`config.mk`:
```
export PLATFORM = sky130hd
export DESIGN_NAME = rc_pipe
export DESIGN_NICKNAME = d
export VERILOG_FILES = /design/src/rtl/rc_pkg.sv /design/src/rtl/rc_route_fn.sv /design/src/rtl/rc_pipe.sv
export SDC_FILE = /design/constraint.sdc
export NUM_CORES = 1
export LEC_CHECK = 0
export BUFFER_PORTS_ARGS = -buffer_cell sky130_fd_sc_hd__buf_2
export CAP_MARGIN = 20
export CORE_AREA = 2 2 39 41
export CTS_CLUSTER_SIZE = 14
export DETAILED_ROUTE_END_ITERATION = 6
export DIE_AREA = 0 0 41 43
export HOLD_SLACK_MARGIN = 0.1
export PLACE_DENSITY = 0.57
export SETUP_SLACK_MARGIN = 0.3
export SLEW_MARGIN = 20
export SYNTH_ARGS = -nofsm -noshare
export SYNTH_HDL_FRONTEND = slang
export SYNTH_SLANG_ARGS = --single-unit
```
`constraint.sdc`:
```
create_clock -name clk -period 1.1 [get_ports clk]
set_input_delay 0.055 -clock clk [delete_from_list [all_inputs] [get_ports clk]]
set_output_delay 0.055 -clock clk [all_outputs]
set_load 0.05 [all_outputs]
```
`src/rtl/rc_pkg.sv`:
```
// Shared constants and types for the routing-computation pipeline.
// Port order matches the router crossbar: local, east, west, north, south.
package rc_pkg;

    localparam int NUM_PORTS = 5;

    localparam int PORT_L = 0;
    localparam int PORT_E = 1;
    localparam int PORT_W = 2;
    localparam int PORT_N = 3;
    localparam int PORT_S = 4;

    localparam int RC_XY = 0;
    localparam int RC_YX = 1;
    localparam int RC_WF = 2;

    typedef enum logic {
        ST_IDLE = 1'b0,
        ST_HOLD = 1'b1
    } rc_state_e;

    function automatic logic [NUM_PORTS-1:0] port_onehot(input int idx);
        logic [NUM_PORTS-1:0] oh;
        oh      = '0;
        oh[idx] = 1'b1;
        return oh;
    endfunction

endpackage

```
`src/rtl/rc_route_fn.sv`:
```
// Combinational route function: destination + congestion hints -> one-hot port.
// Out-of-mesh destinations are steered to the local port and flagged.
module rc_route_fn
    import rc_pkg::*;
#(
    parameter int CUR_X   = 0,
    parameter int CUR_Y   = 0,
    parameter int COORD_W = 4,
    parameter int MESH_X  = 4,
    parameter int MESH_Y  = 4,
    parameter int ALGO    = RC_XY
) (
    input  logic [2*COORD_W-1:0]  dst_i,
    input  logic [NUM_PORTS-1:0]  congestion_i,
    output logic [NUM_PORTS-1:0]  port_o,
    output logic                  err_o
);

    localparam logic [COORD_W-1:0] CX = COORD_W'(CUR_X);
    localparam logic [COORD_W-1:0] CY = COORD_W'(CUR_Y);
    localparam logic [COORD_W:0]   MX = (COORD_W+1)'(MESH_X);
    localparam logic [COORD_W:0]   MY = (COORD_W+1)'(MESH_Y);

    logic [COORD_W-1:0] dst_x, dst_y;
    logic go_e, go_w, go_n, go_s;
    logic vert_cong;
    logic [NUM_PORTS-1:0] vert_port;
    logic unused_cong;

    assign dst_x = dst_i[2*COORD_W-1:COORD_W];
    assign dst_y = dst_i[COORD_W-1:0];

    // Unsigned compares only: the mesh has no wrap links.
    assign go_e = dst_x > CX;
    assign go_w = dst_x < CX;
    assign go_n = dst_y > CY;
    assign go_s = dst_y < CY;

    assign err_o = ({1'b0, dst_x} >= MX) || ({1'b0, dst_y} >= MY);

    assign vert_port = go_n ? port_onehot(PORT_N) : port_onehot(PORT_S);
    assign vert_cong = go_n ? congestion_i[PORT_N] : congestion_i[PORT_S];

    // Local/west hints never influence a decision.
    assign unused_cong = congestion_i[PORT_L] ^ congestion_i[PORT_W];

    always_comb begin
        port_o = port_onehot(PORT_L);
        if (!err_o) begin
            case (ALGO)
                RC_YX: begin
                    if (go_n)      port_o = port_onehot(PORT_N);
                    else if (go_s) port_o = port_onehot(PORT_S);
                    else if (go_e) port_o = port_onehot(PORT_E);
                    else if (go_w) port_o = port_onehot(PORT_W);
                end
                RC_WF: begin
                    if (go_w) begin
                        port_o = port_onehot(PORT_W);
                    end else if (go_e && (go_n || go_s)) begin
                        // Leave east only when it is congested and the vertical hop is not.
                        if (congestion_i[PORT_E] && !vert_cong) port_o = vert_port;
                        else                                    port_o = port_onehot(PORT_E);
                    end else if (go_e) begin
                        port_o = port_onehot(PORT_E);
                    end else if (go_n || go_s) begin
                        port_o = vert_port;
                    end
                end
                default: begin
                    if (go_e)      port_o = port_onehot(PORT_E);
                    else if (go_w) port_o = port_onehot(PORT_W);
                    else if (go_n) port_o = port_onehot(PORT_N);
                    else if (go_s) port_o = port_onehot(PORT_S);
                end
            endcase
        end
    end

endmodule

```
`src/rtl/rc_pipe.sv`:
```
// Registered routing-computation stage with a valid/ready hold register.
// A result is held until VA consumes it; consume + accept in one cycle streams back-to-back.
module rc_pipe
    import rc_pkg::*;
#(
    parameter int                CUR_X   = 0,
    parameter int                CUR_Y   = 0,
    parameter int                COORD_W = 4,
    parameter int                MESH_X  = 4,
    parameter int                MESH_Y  = 4,
    parameter int                ALGO    = RC_XY,
    parameter int                NUM_VC  = 4,
    parameter logic [NUM_VC-1:0] VC_MASK = '1
) (
    input  logic                  clk,
    input  logic                  rstn,
    input  logic                  req_valid,
    output logic                  req_ready,
    input  logic [2*COORD_W-1:0]  dst,
    input  logic [NUM_PORTS-1:0]  congestion,
    output logic                  res_valid,
    input  logic                  res_ready,
    output logic [NUM_PORTS-1:0]  candidateOutPort,
    output logic [NUM_VC-1:0]     candidateOutVC,
    output logic                  dst_err
);

    rc_state_e            state_q, state_d;
    logic [NUM_PORTS-1:0] port_q, port_d;
    logic                 err_q, err_d;
    logic [NUM_PORTS-1:0] route_port;
    logic                 route_err;
    logic                 accept;

    rc_route_fn #(
        .CUR_X   (CUR_X),
        .CUR_Y   (CUR_Y),
        .COORD_W (COORD_W),
        .MESH_X  (MESH_X),
        .MESH_Y  (MESH_Y),
        .ALGO    (ALGO)
    ) u_route (
        .dst_i        (dst),
        .congestion_i (congestion),
        .port_o       (route_port),
        .err_o        (route_err)
    );

    // Ready depends only on state and the consumer, never on req_valid.
    assign req_ready = (state_q == ST_IDLE) || res_ready;
    assign accept    = req_valid && req_ready;

    always_comb begin
        state_d = state_q;
        port_d  = port_q;
        err_d   = err_q;
        case (state_q)
            ST_IDLE: begin
                if (accept) begin
                    state_d = ST_HOLD;
                    port_d  = route_port;
                    err_d   = route_err;
                end
            end
            ST_HOLD: begin
                if (accept) begin
                    port_d = route_port;
                    err_d  = route_err;
                end else if (res_ready) begin
                    state_d = ST_IDLE;
                    port_d  = '0;
                    err_d   = 1'b0;
                end
            end
            default: begin
                state_d = ST_IDLE;
                port_d  = '0;
                err_d   = 1'b0;
            end
        endcase
    end

    always_ff @(posedge clk or negedge rstn) begin
        if (!rstn) begin
            state_q <= ST_IDLE;
            port_q  <= '0;
            err_q   <= 1'b0;
        end else begin
            state_q <= state_d;
            port_q  <= port_d;
            err_q   <= err_d;
        end
    end

    assign res_valid        = (state_q == ST_HOLD);
    assign candidateOutPort = port_q;
    assign candidateOutVC   = res_valid ? VC_MASK : '0;
    assign dst_err          = err_q;

endmodule

```
==> results.json <==
{
  "core_area_um2": 1384,
  "violations": "setup timing",
  "critPathCaptureType": "output port",
  "yosys_warnings": 0,
  "cp_max_fo": 4,
  "io_pins": 29,
  "drv_slew": 0,
  "reg2reg_slack_ns": -0.04,
  "root_buffer": "clkbuf_4",
  "synthesis.area_um2": 351.6,
  "chipHeight_um": 43,
  "areaGrowthSynthToFinish_pct": 98.93,
  "finalPower_uw": 773.2,
  "arrival_ns": 1.19,
  "yosys-top-cells-area": "dfrtp_1 36%, buf_4 13%, nor4_1 5.3%, o41ai_2 4.6%, inv_1 3.2%",
  "ir_drop_mv": 0.4216,
  "cap_viol_max_count": 0,
  "hold_path.class": "input pin to register",
  "nets": 86,
  "initial_core_util": 0.2541,
  "reg2reg_from": "res_valid",
  "final_common_cell": "buf_2",
  "critical_path_depth": 4,
  "path_cells": "and2b_2 > buf_6 > clkinvlp_4 > buf_8",
  "drt-vias-per-instance": 4.690,
  "max_freq_ghz": 0.8004,
  "worst_slack_ns": -0.1493,
  "final_hold_viol_count": 0,
  "rows": 14,
  "drt_iter0_drc": 6,
  "worst-setup-path-type": "register to output port",
  "rr_endpoint": "candidateOutPort[3]",
  "crit_path_start_kind": "register",
  "die_x_um": 41,
  "required_ns": 1.04,
  "die_area_um2": 1763,
  "synthCells": 39,
  "wl_per_cell_um": 11.99,
  "synth_cell_types": 23,
  "p_leak_nw": 0.3337,
  "postRouteAntennaNets": 0,
  "final_cell_mix": "11 x buf_2, 7 x buf_6, 6 x buf_12",
  "ys_seq_area_frac": 0.3559,
  "crit_path_start": "res_valid",
  "min_period_over_period": 1.136,
  "grt_pass1_vias": 410,
  "drcViolationCount": 0,
  "fin_worst_skew_ns": 0.004927,
  "cts_tree": "done",
  "status": "complete, but fails checks",
  "grt_setup_unrepaired": "yes",
  "place_congestion": 0.6967,
  "grt_pass1_wl_um": 1587,
  "num_vias": 394,
  "r2r_cells": 3,
  "drive_above_1_share": 0.6471,
  "critPathTopFamily": "flip-flops",
  "antenna_found_initial": 0,
  "postSynthAreaPerCell_um2": 9.015,
  "final.min_clock_period_ns": 1.249,
  "clockBufferDepth": 2,
  "cp_slowest_cell": "dfrtp_2",
  "setup_violations": 9,
  "final_area_um2": 699.4,
  "yosysTopAreaCell": "dfrtp_1",
  "clk_latency_ns": 0.25,
  "dpl_cell_area_um2": 457.9,
  "synth_top_area_frac": 0.3559,
  "n_antenna_cell": 0,
  "grt_max_degree": 9,
  "powerDensity_nw_per_um2": 1106,
  "ys_ff_latch": 5,
  "postLayoutCoreUtil": 0.5054,
  "slowest_delay_ns": 0.39,
  "track_usage": 0.1352,
  "overflow": 0,
  "htreeDepth": 1,
  "drtPass1Iterations": 4,
  "numCtsBuffers": 3,
  "clkSlewWorstSetupHoldPaths_ns": 0.04,
  "endpoint": "req_ready",
  "io_buffer_count": 21,
  "cts.sinks": 5,
  "cp_num_buf_inv": 3,
  "wirelength_um": 1007
}
## cell usage after synthesis, drive strengths merged
| cell type | number |
|---|---|
| nor4 | 3 |
| nor3b | 1 |
| and2 | 1 |
| inv | 3 |
| conb | 1 |
| or4 | 1 |
| a21oi | 1 |
| or2 | 1 |
| o2111ai | 1 |
| buf | 7 |
| and2b | 1 |
| a32oi | 1 |
| nand2 | 3 |
| or2b | 1 |
| o221ai | 1 |
| a221o | 1 |
| mux2i | 1 |
| o41ai | 1 |
| nor2 | 2 |
| o21ai | 2 |
| dfrtp | 5 |
## repair_timing
item,in CTS,in global routing
gates resized for setup,39,7
hold buffers,1,0
setup endpoints to repair,15,15
setup buffers,4,2
endpoints found under the hold margin,5,0
pin swaps,5,2
## tightest hold or removal path: cells and delay by family
kind	cells	cell delay, ns
buffers and inverters	1	0.09
AND/OR/NAND/NOR	2	0.10
AO/OA/AOI/OAI	1	0.08
## sequential cells by signal, summed over array words and instances, names as in the netlist
register	count
dst_err	1
res_valid	1
candidateOutPort	3
## cell type report
type,count,area (µm²)
Clock buffer,4,26.28
Fill cell,133,684.4
Inverter,3,17.52
Multi-Input combinational cell,25,192.7
Sequential cell,5,126.4
Tap cell,16,20.02
Timing Repair Buffer,31,316.6
## stage by stage
step | worst slack, ns | instances | hold slack, ns | TNS, ns
floorplan | -0.2246 | 40 | -0.2406 | -0.5868
global placement | -0.1539 | 73 | -0.1221 | -0.4244
detailed placement | -0.1756 | 73 | -0.1228 | -0.4567
CTS | -0.1491 | 82 | 0.1106 | -0.8208
global route | -0.1925 | 84 | 0.1351 | -1.216
finish | -0.1493 | 84 | 0.1223 | -0.8064
## how the worst min path moves through the flow
stage	slack, ns	cells after the start	startpoint	to
2_1_floorplan	-0.24	0	rstn	candidateOutPort[0]
3_3_place_gp	-0.12	1	rstn	dst_err
3_5_place_dp	-0.12	1	rstn	candidateOutPort[0]
4_1_cts	0.11	4	dst[6]	candidateOutPort[1]
5_1_grt	0.14	4	dst[6]	candidateOutPort[1]
6_report	0.12	4	dst[6]	candidateOutPort[1]
## report_power, final
group | internal [mW] | total [mW] | switching, mW
Combinational | 0.151 | 0.342 | 0.191
Sequential | 0.198 | 0.210 | 0.0115
Clock | 0.138 | 0.222 | 0.0843
## per-layer routing
layer / track usage / share of wire / vias up / wire (µm)
met2: 0.2188 / 0.51 / 19 / 512
met5: 0 / 0 / - / 0
met1: 0.1601 / 0.43 / 182 / 431
met4: 0.08000 / 0 / 0 / 0
met3: 0.01571 / 0.063 / 0 / 63
li1: - / - / 193 / -
## kinds of logic (layout without fill, tap and decap cells)
family | Yosys count | after routing | synth area share
AND/OR/NAND/NOR | 14 | 14 | 0.2385
buffers and inverters | 10 | 38 | 0.1744
AO/OA/AOI/OAI | 8 | 8 | 0.1922
flip-flops | 5 | 5 | 0.3559
other | 1 | 2 | 0.01067
multiplexers | 1 | 1 | 0.02847
No activity file was read; power rests on OpenSTA's default activity.
